===== config.mk =====
export PLATFORM = sky130hd
export DESIGN_NAME = imu_spi_poller
export DESIGN_NICKNAME = d
export VERILOG_FILES = /design/src/rtl/imu_spi_poller.sv
export SDC_FILE = /design/constraint.sdc
export NUM_CORES = 1
export LEC_CHECK = 0
export ABC_AREA = 0
export CAP_MARGIN = 20
export CORE_MARGIN = 3
export CORE_UTILIZATION = 40
export CTS_BUF_LIST = sky130_fd_sc_hd__clkbuf_4
export DETAILED_ROUTE_END_ITERATION = 8
export SLEW_MARGIN = 15
export SYNTH_ARGS = -nofsm -noshare
export SYNTH_HDL_FRONTEND = slang
export SYNTH_SLANG_ARGS = --single-unit

===== constraint.sdc =====
create_clock -name clk -period 5.8 [get_ports clk]
set_input_delay 1.16 -clock clk [delete_from_list [all_inputs] [get_ports clk]]
set_output_delay 1.16 -clock clk [all_outputs]
set_load 0.005 [all_outputs]

===== src/rtl/imu_spi_poller.sv =====
// SPI mode-0 master that polls six 16-bit IMU channels (gyro XYZ, then mag XYZ)
// and publishes them as a sign-extended frame, committed atomically once per poll.
module imu_spi_poller #(
  parameter int         CLK_DIV  = 4,
  parameter int         GAP      = 8,
  parameter logic [5:0] GYR_ADDR = 6'h02,
  parameter logic [5:0] MAG_ADDR = 6'h10
) (
  input  logic        clk,
  input  logic        reset,
  input  logic        enable,
  input  logic        spi_miso,
  output logic        spi_sclk,
  output logic        spi_mosi,
  output logic        spi_cs_n,
  output logic [31:0] gyr_x,
  output logic [31:0] gyr_y,
  output logic [31:0] gyr_z,
  output logic [31:0] mag_x,
  output logic [31:0] mag_y,
  output logic [31:0] mag_z,
  output logic        frame_done,
  output logic [15:0] frame_count,
  output logic        busy
);

  localparam logic [2:0] ST_IDLE   = 3'd0;
  localparam logic [2:0] ST_SETUP  = 3'd1;
  localparam logic [2:0] ST_SHIFT  = 3'd2;
  localparam logic [2:0] ST_HOLD   = 3'd3;
  localparam logic [2:0] ST_GAP    = 3'd4;
  localparam logic [2:0] ST_COMMIT = 3'd5;

  localparam logic [7:0] DIV_LAST   = 8'(CLK_DIV - 1);
  localparam logic [7:0] GAP_LAST   = 8'(GAP - 1);
  localparam logic [5:0] EDGE_LAST  = 6'd47;
  localparam logic [2:0] AXIS_LAST  = 3'd5;

  logic [2:0]  state;
  logic [2:0]  axis;
  logic [7:0]  div_cnt;
  logic [5:0]  edge_cnt;
  logic [23:0] tx_sr;
  logic [15:0] rx_sr;
  logic [15:0] shadow [6];

  // Read command for an axis: read bit, auto-increment bit, register address.
  function automatic logic [7:0] cmd_byte(input logic [2:0] ax);
    logic [5:0] addr;
    // NOTE: blocking assignments are correct for function-local temporaries;
    // all registered state below uses non-blocking assignments.
    case (ax)
      3'd0:    addr = GYR_ADDR;
      3'd1:    addr = GYR_ADDR + 6'd2;
      3'd2:    addr = GYR_ADDR + 6'd4;
      3'd3:    addr = MAG_ADDR;
      3'd4:    addr = MAG_ADDR + 6'd2;
      default: addr = MAG_ADDR + 6'd4;
    endcase
    return {2'b11, addr};
  endfunction

  function automatic logic [31:0] sext(input logic [15:0] s);
    return {{16{s[15]}}, s};
  endfunction

  always_ff @(posedge clk) begin
    if (reset) begin
      state       <= ST_IDLE;
      axis        <= 3'd0;
      div_cnt     <= 8'd0;
      edge_cnt    <= 6'd0;
      tx_sr       <= 24'd0;
      rx_sr       <= 16'd0;
      spi_sclk    <= 1'b0;
      spi_mosi    <= 1'b0;
      spi_cs_n    <= 1'b1;
      gyr_x       <= 32'd0;
      gyr_y       <= 32'd0;
      gyr_z       <= 32'd0;
      mag_x       <= 32'd0;
      mag_y       <= 32'd0;
      mag_z       <= 32'd0;
      frame_done  <= 1'b0;
      frame_count <= 16'd0;
      busy        <= 1'b0;
      // NOTE: the shadows are reset deliberately so an aborted poll can never
      // leak stale samples into a later frame; this is a tiny register bank.
      for (int i = 0; i < 6; i++) shadow[i] <= 16'd0;
    end else begin
      frame_done <= 1'b0;
      case (state)
        ST_IDLE: begin
          if (enable) begin
            state    <= ST_SETUP;
            axis     <= 3'd0;
            div_cnt  <= 8'd0;
            spi_cs_n <= 1'b0;
            tx_sr    <= {cmd_byte(3'd0), 16'h0000};
            spi_mosi <= 1'b1;
            busy     <= 1'b1;
          end
        end

        ST_SETUP: begin
          if (div_cnt == DIV_LAST) begin
            div_cnt  <= 8'd0;
            edge_cnt <= 6'd0;
            state    <= ST_SHIFT;
          end else begin
            div_cnt <= div_cnt + 8'd1;
          end
        end

        // Each half-period ends with an SCLK toggle: sample on the rise,
        // advance MOSI on the fall.
        ST_SHIFT: begin
          if (div_cnt == DIV_LAST) begin
            div_cnt  <= 8'd0;
            spi_sclk <= ~spi_sclk;
            edge_cnt <= edge_cnt + 6'd1;
            if (!spi_sclk) begin
              rx_sr <= {rx_sr[14:0], spi_miso};
            end else begin
              tx_sr    <= {tx_sr[22:0], 1'b0};
              spi_mosi <= tx_sr[22];
            end
            if (edge_cnt == EDGE_LAST) begin
              state        <= ST_HOLD;
              shadow[axis] <= rx_sr;
            end
          end else begin
            div_cnt <= div_cnt + 8'd1;
          end
        end

        ST_HOLD: begin
          if (div_cnt == DIV_LAST) begin
            div_cnt  <= 8'd0;
            spi_cs_n <= 1'b1;
            state    <= ST_GAP;
          end else begin
            div_cnt <= div_cnt + 8'd1;
          end
        end

        ST_GAP: begin
          if (div_cnt == GAP_LAST) begin
            div_cnt <= 8'd0;
            if (axis == AXIS_LAST) begin
              state      <= ST_COMMIT;
              frame_done <= 1'b1;
            end else begin
              axis     <= axis + 3'd1;
              state    <= ST_SETUP;
              spi_cs_n <= 1'b0;
              tx_sr    <= {cmd_byte(axis + 3'd1), 16'h0000};
              spi_mosi <= 1'b1;
            end
          end else begin
            div_cnt <= div_cnt + 8'd1;
          end
        end

        // All six outputs change on the same edge so the consumer never sees
        // a mix of two polls.
        ST_COMMIT: begin
          gyr_x       <= sext(shadow[0]);
          gyr_y       <= sext(shadow[1]);
          gyr_z       <= sext(shadow[2]);
          mag_x       <= sext(shadow[3]);
          mag_y       <= sext(shadow[4]);
          mag_z       <= sext(shadow[5]);
          frame_count <= frame_count + 16'd1;
          if (enable) begin
            state    <= ST_SETUP;
            axis     <= 3'd0;
            div_cnt  <= 8'd0;
            spi_cs_n <= 1'b0;
            tx_sr    <= {cmd_byte(3'd0), 16'h0000};
            spi_mosi <= 1'b1;
          end else begin
            state <= ST_IDLE;
            busy  <= 1'b0;
          end
        end

        default: begin
          state    <= ST_IDLE;
          busy     <= 1'b0;
          spi_cs_n <= 1'b1;
          spi_sclk <= 1'b0;
        end
      endcase
    end
  end

endmodule


==> metrics.yaml, run 1 <==
critPathSlowestCell: "or2_1"
worstMarginPinSlew_ns: 1.03
grt_max_degree: 100
netlist_top_cells_count: "nand2_1, dfxtp_1, a21oi_1, and2_1"
io_pins: 217
critPathKind: "input port to register"
finalSetupViolCount: 0
clk-insertion-delay-late_ns: 0.64
antenna_found_initial: 1
synth_top_area_share_pct: 29.6
dieArea_mm2: 0.0289
crit_family: "simple AND/OR/NAND/NOR gates"
cts_root_buffer: "clkbuf_4"
gp_congestion: 0.811
yosys-top-cells-area: "dfxtp_1, edfxtp_1, nand2_1, buf_4, a21oi_1"
syn_avg_cell_area_um2: 9.74
fin_crit_ns: 3.40
post_cts_resize_count: 0
slowest_delay_ns: 0.59
critPathRequiredTime_ns: 6.07
cts_buffer_depth: 3
synth_cells: 1105
multiInputGateArea_mm2: 0.00373
seqCellArea_mm2: 0.00607
synth-seq-cells: 255
yosysWarningCount: 0
numPortBuffers: 216
start_kind: "input port"
gr-total-overflow: 0
dpl.hpwl_mm: 16.5
synth_nets: 1117
core-area_mm2: 0.0263
dp_cells: 1504
viasPerCell: 4.95
hold_violations: 0
status: "complete, no violations"
die_h_um: 170
num-nets-final: 1254
drt_first_pass_iters: 5
hold_class: "register to register"
cp_num_buf_inv: 2
path_cells: "buf_4 > clkinv_1 > nand4b_4 > or4_4 > nor3b_4 > or2_1"
die_width_um: 170
drv_cap: 0
drc: 0
largest_reg_flops: 96
wl_per_cell_um: 16.1
grt_pass1_vias: 7693
synth_most_common_cell: "nand2_1"
yosys.area.top_type: "dfxtp_1"
rsz0062_at_grt: "no"
maxSlewHeadroom_pct: 31.1
initial_utilization_pct: 40.9
fin_crit_sh_pct: 58.7
fill_cells: 2440
ant_nets: 0
worstPathArrival_ns: 3.67
regMostFlops: "shadow"
holdBufCountCts: 0
cts.clk_slew.worst_paths_ns: 0.06
final_cells: 1620
clock-sinks: 255
num_vias: 8014
grt_pass1_wl_mm: 40.7
synth_edf_count: 96
finClkSkew_ns: 0.0357
critPathMaxFanout: 90
yosysSeqAreaShare_pct: 56.4
htree_levels: 3
track_usage_pct: 17.5
dr.first_iter.drc_count: 425
syn_area_mm2: 0.0108
cellLeakagePower_nw: 4.69
ys_types: 65
hold_depth: 2
r2r_cells: 5
p_per_area_mw_per_mm2: 270
setup_tns_ns: 0
numCtsBuffers: 69
crit_cells: 6
cts_tree: "yes"
irDropWorstVdd_mv: 0.116
post-cts-setup-buffer-count: 0
syn_to_final_growth_pct: 23.9
num_rows: 59
ys.flop_type: "dfxtp_1"
drive_gt1_share_pct: 11.2
wl_mm: 26.0
synthArstFlopShare_pct: 0
fmax_mhz: 294
crit_path_end_kind: "register"
slew_viol_final: 0
-- report_power, final --
| group | internal, mW | switching, mW | total (mW) |
|---|---|---|---|
| Clock | 0.910 | 0.706 | 1.62 |
| Combinational | 0.0261 | 0.0545 | 0.0806 |
| Sequential | 1.89 | 0.0177 | 1.90 |
-- worst min-delay path, delay by kind of cell, from the launching register on --
family | cells | cell delay [ns]
compound gates | 1 | 0.05
flops | 1 | 0.31
simple gates | 1 | 0.05
-- final cells by class --
class / count / share of cell area (%)
inverters: 5 / 0.141
multi-input cells: 688 / 28.0
clock inverters: 7 / 0.620
well taps: 335 / 3.14
flip-flops and latches: 255 / 45.5
diodes: 1 / 0.0188
clock buffers: 106 / 5.97
repair buffers: 223 / 16.6
-- path summary, 6_finish.rpt --
kind | startpoint | to | slack, ns
max | reset | shadow[4][2]$_SDFFCE_PN0P_ | 2.40
min | gyr_z[1]$_SDFFE_PP0N_ | gyr_z[1]$_SDFFE_PP0N_ | 0.45
max reg2reg | state[2]$_SDFFE_PP0P_ | shadow[4][2]$_SDFFCE_PN0P_ | 2.65
min reg2reg | gyr_z[1]$_SDFFE_PP0N_ | gyr_z[1]$_SDFFE_PP0N_ | 0.45
-- stage by stage --
stage	hold slack, ns	power, mW	cell area [um2]	util (%)	setup slack [ns]
6_report	0.452	3.60	13300	50.7	2.40
5_1_grt	0.474	3.77	13300	50.7	2.23
4_1_cts	0.455	3.66	13300	50.6	2.48
3_5_place_dp	0.447	2.02	12400	47.3	1.75
3_3_place_gp	0.444	2.02	12400	47.3	1.80
2_1_floorplan	0.447	1.99	10800	-	2.66
-- metal layers --
layer	track usage [%]	vias to the layer above	routed length [um]
met5	0	-	0
met4	7.44	0	568
li1	-	3949	-
met1	23.2	3771	11900
met3	3.76	40	1450
met2	28.0	254	12100
-- kinds of logic after synthesis --
| group | synth area share [%] |
|---|---|
| simple gates | 22.1 |
| flops | 56.4 |
| compound gates | 8.80 |
| buf+inv | 9.20 |
| xor+xnor | 2.12 |
| fa+ha+maj | 0.930 |
| mux | 0.488 |
-- placed cells by master (no fill, tap or decap), types with 4 or more instances in the layout --
| cell type | netlist | layout |
|---|---|---|
| and2_1 | 98 | 98 |
| or3_1 | 4 | 4 |
| or2_2 | 5 | 5 |
| nor4_1 | 4 | 4 |
| buf_4 | 96 | 7 |
| dfxtp_1 | 159 | 159 |
| nor3_1 | 15 | 15 |
| o21ai_0 | 8 | 8 |
| a21o_1 | 4 | 4 |
| xnor2_1 | 6 | 6 |
| xor2_1 | 20 | 20 |
| and3_1 | 10 | 10 |
| nor2_1 | 37 | 37 |
| clkinv_1 | 1 | 5 |
| a31oi_1 | 5 | 5 |
| a21oi_1 | 126 | 126 |
| nand4_1 | 7 | 7 |
| nand2_1 | 252 | 252 |
| inv_1 | 4 | 4 |
| edfxtp_1 | 96 | 96 |
| clkdlybuf4s50_1 | 0 | 215 |
| clkbuf_4 | 0 | 106 |
| nand3_1 | 15 | 14 |
| nor2b_1 | 4 | 4 |
| ha_1 | 8 | 8 |
Note: power is estimated with default switching activity, not from simulation.
==> inputs of run 2 (changes only) <==
- PLACE_DENSITY: not set -> 0.67
- clock period: 5.8 -> 2.9 ns (I/O delays scaled with it)
==> metrics.yaml, run 2 (synthesized netlist as in run 1, its figures left out) <==
cts.clk_slew.worst_paths_ns: 0.06  # about the same
cellLeakagePower_nw: 4.78  # +1.9%
cts_tree: "yes"
io_pins: 217  # unchanged
gp_congestion: 0.830  # +2.3%
critPathSlowestCell: "or4_4"
critPathRequiredTime_ns: 3.22  # -2.85 ns
core-area_mm2: 0.0263  # unchanged
crit_family: "simple AND/OR/NAND/NOR gates"
fin_crit_ns: 2.50
drc: 0  # unchanged
grt_max_degree: 158  # +58%
cp_num_buf_inv: 1  # -1
status: "complete, no violations"
drive_gt1_share_pct: 12.5  # +1.3 points
crit_top_cell: "nor3b_4"
grt_pass1_wl_mm: 40.7  # +0.15%
numPortBuffers: 216  # unchanged
wl_mm: 26.1  # +0.38%
slowest_delay_ns: 0.55  # -0.04 ns
fmax_mhz: 400
drv_cap: 0  # unchanged
worstPathArrival_ns: 2.83  # -0.84 ns
track_usage_pct: 17.6  # +0.032 points
clk-insertion-delay-late_ns: 0.67  # +0.03 ns
htree_levels: 3  # unchanged
initial_utilization_pct: 40.9  # unchanged
clock-sinks: 255  # unchanged
path_cells: "ha_1 > nor3b_4 > nand3_2 > or4_4 > nor3b_4 > or2_1 > buf_4"
cts_root_buffer: "clkbuf_4"
post_cts_resize_count: 0  # unchanged
gr-total-overflow: 0  # unchanged
numCtsBuffers: 68  # -1.4%
finClkSkew_ns: 0.0560  # +0.0203 ns
wl_per_cell_um: 15.9  # -0.96%
routed-wl-met3_mm: 1.73  # +19%
finalSetupViolCount: 0  # unchanged
met1_length_mm: 11.9  # -0.25%
die_h_um: 170  # unchanged
crit_path_end_kind: "register"
holdBufCountCts: 0  # unchanged
slew_viol_final: 0  # unchanged
layout_common_cells: "nand2_1, clkdlybuf4s50_1, dfxtp_1, a21oi_1, clkbuf_4"
wl_met2_mm: 12.0  # -1.1%
highest_layer: "met4"
drt_first_pass_iters: 5  # unchanged
largest_reg_flops: 96  # unchanged
worst_slack_ns: 0.399  # -2.00 ns
fin_crit_sh_pct: 86.3
num_rows: 59  # unchanged
viasPerCell: 4.90  # -1.0%
post-cts-setup-buffer-count: 0  # unchanged
maxSlewHeadroom_pct: 33.1  # +2.0 points
critPathMaxFanout: 16  # -82%
post-place-ws_ns: 0.395  # -1.35 ns
num_vias: 8040  # +0.32%
hold_violations: 0  # unchanged
layout_commonest_cell: "nand2_1"
syn_to_final_growth_pct: 25.4
worstMarginPinSlew_ns: 1.00  # -0.0337 ns
hold_class: "register to register"
dr.first_iter.drc_count: 653  # +54%
antenna_found_initial: 1  # unchanged
num-nets-final: 1266  # +0.96%
irDropWorstVdd_mv: 0.201  # +73%
die_width_um: 170  # unchanged
cts_buffer_depth: 3  # unchanged
p_per_area_mw_per_mm2: 537  # +99%
critPathKind: "register to register"
setup_tns_ns: 0  # unchanged
start_kind: "register"
dpl.hpwl_mm: 16.5  # -0.31%
ant_nets: 0  # unchanged
dieArea_mm2: 0.0289  # unchanged
grt_pass1_vias: 7717  # +0.31%
regMostFlops: "shadow"
rsz0062_at_grt: "no"
[run 2: area by class of cell]
type	instances	area [um2]
clock buffers	109	818
diodes	1	2.50
repair buffers	236	2360
flip-flops and latches	255	6070
inverters	5	18.8
multi-input cells	688	3720
fillers	2433	12800
well taps	335	419
clock inverters	13	87.6
[run 2: worst paths after layout]
check / from / end / slack (ns) / depth (start not counted)
setup / recovery: div_cnt[0]$_SDFFE_PP0P_ / shadow[4][14]$_SDFFCE_PN0P_ / 0.40 / 7
hold / removal: gyr_z[9]$_SDFFE_PP0N_ / gyr_z[9]$_SDFFE_PP0N_ / 0.45 / 2
setup reg to reg: div_cnt[0]$_SDFFE_PP0P_ / shadow[4][14]$_SDFFCE_PN0P_ / 0.40 / 7
hold reg to reg: gyr_z[9]$_SDFFE_PP0N_ / gyr_z[9]$_SDFFE_PP0N_ / 0.45 / 2
[run 2: power breakdown]
group | total [mW] | internal, mW | switching, mW | leakage [nW]
sequential | 3.79 | 3.77 | 0.0250 | 2.26
combinational | 0.178 | 0.0576 | 0.120 | 1.98
clock | 3.27 | 1.79 | 1.48 | 0.540
[run 2: worst register-to-register path, stage by stage (launching register included)]
cell	delay, ns
dfxtp_1	0.36
ha_1	0.20
nor3b_4	0.34
nand3_2	0.16
or4_4	0.55
nor3b_4	0.22
or2_1	0.13
buf_4	0.23
[run 2: layer usage]
layer  global-route usage, %  up-vias
met5                       0        -
met4                    7.02        0
met3                    4.09       49
met2                    27.6      286
met1                    23.5     3735
li1                        -     3970
[run 2: metrics by stage]
step,utilization (%),cells,hold slack (ns),power (mW),cell area [um2]
floorplan,-,1105,0.447,3.99,10800
global placement,47.9,1519,0.445,4.05,12600
detailed placement,47.9,1519,0.445,4.05,12600
CTS,51.3,1641,0.454,7.35,13500
global route,51.4,1642,0.467,7.57,13500
finish,51.4,1642,0.452,7.24,13500
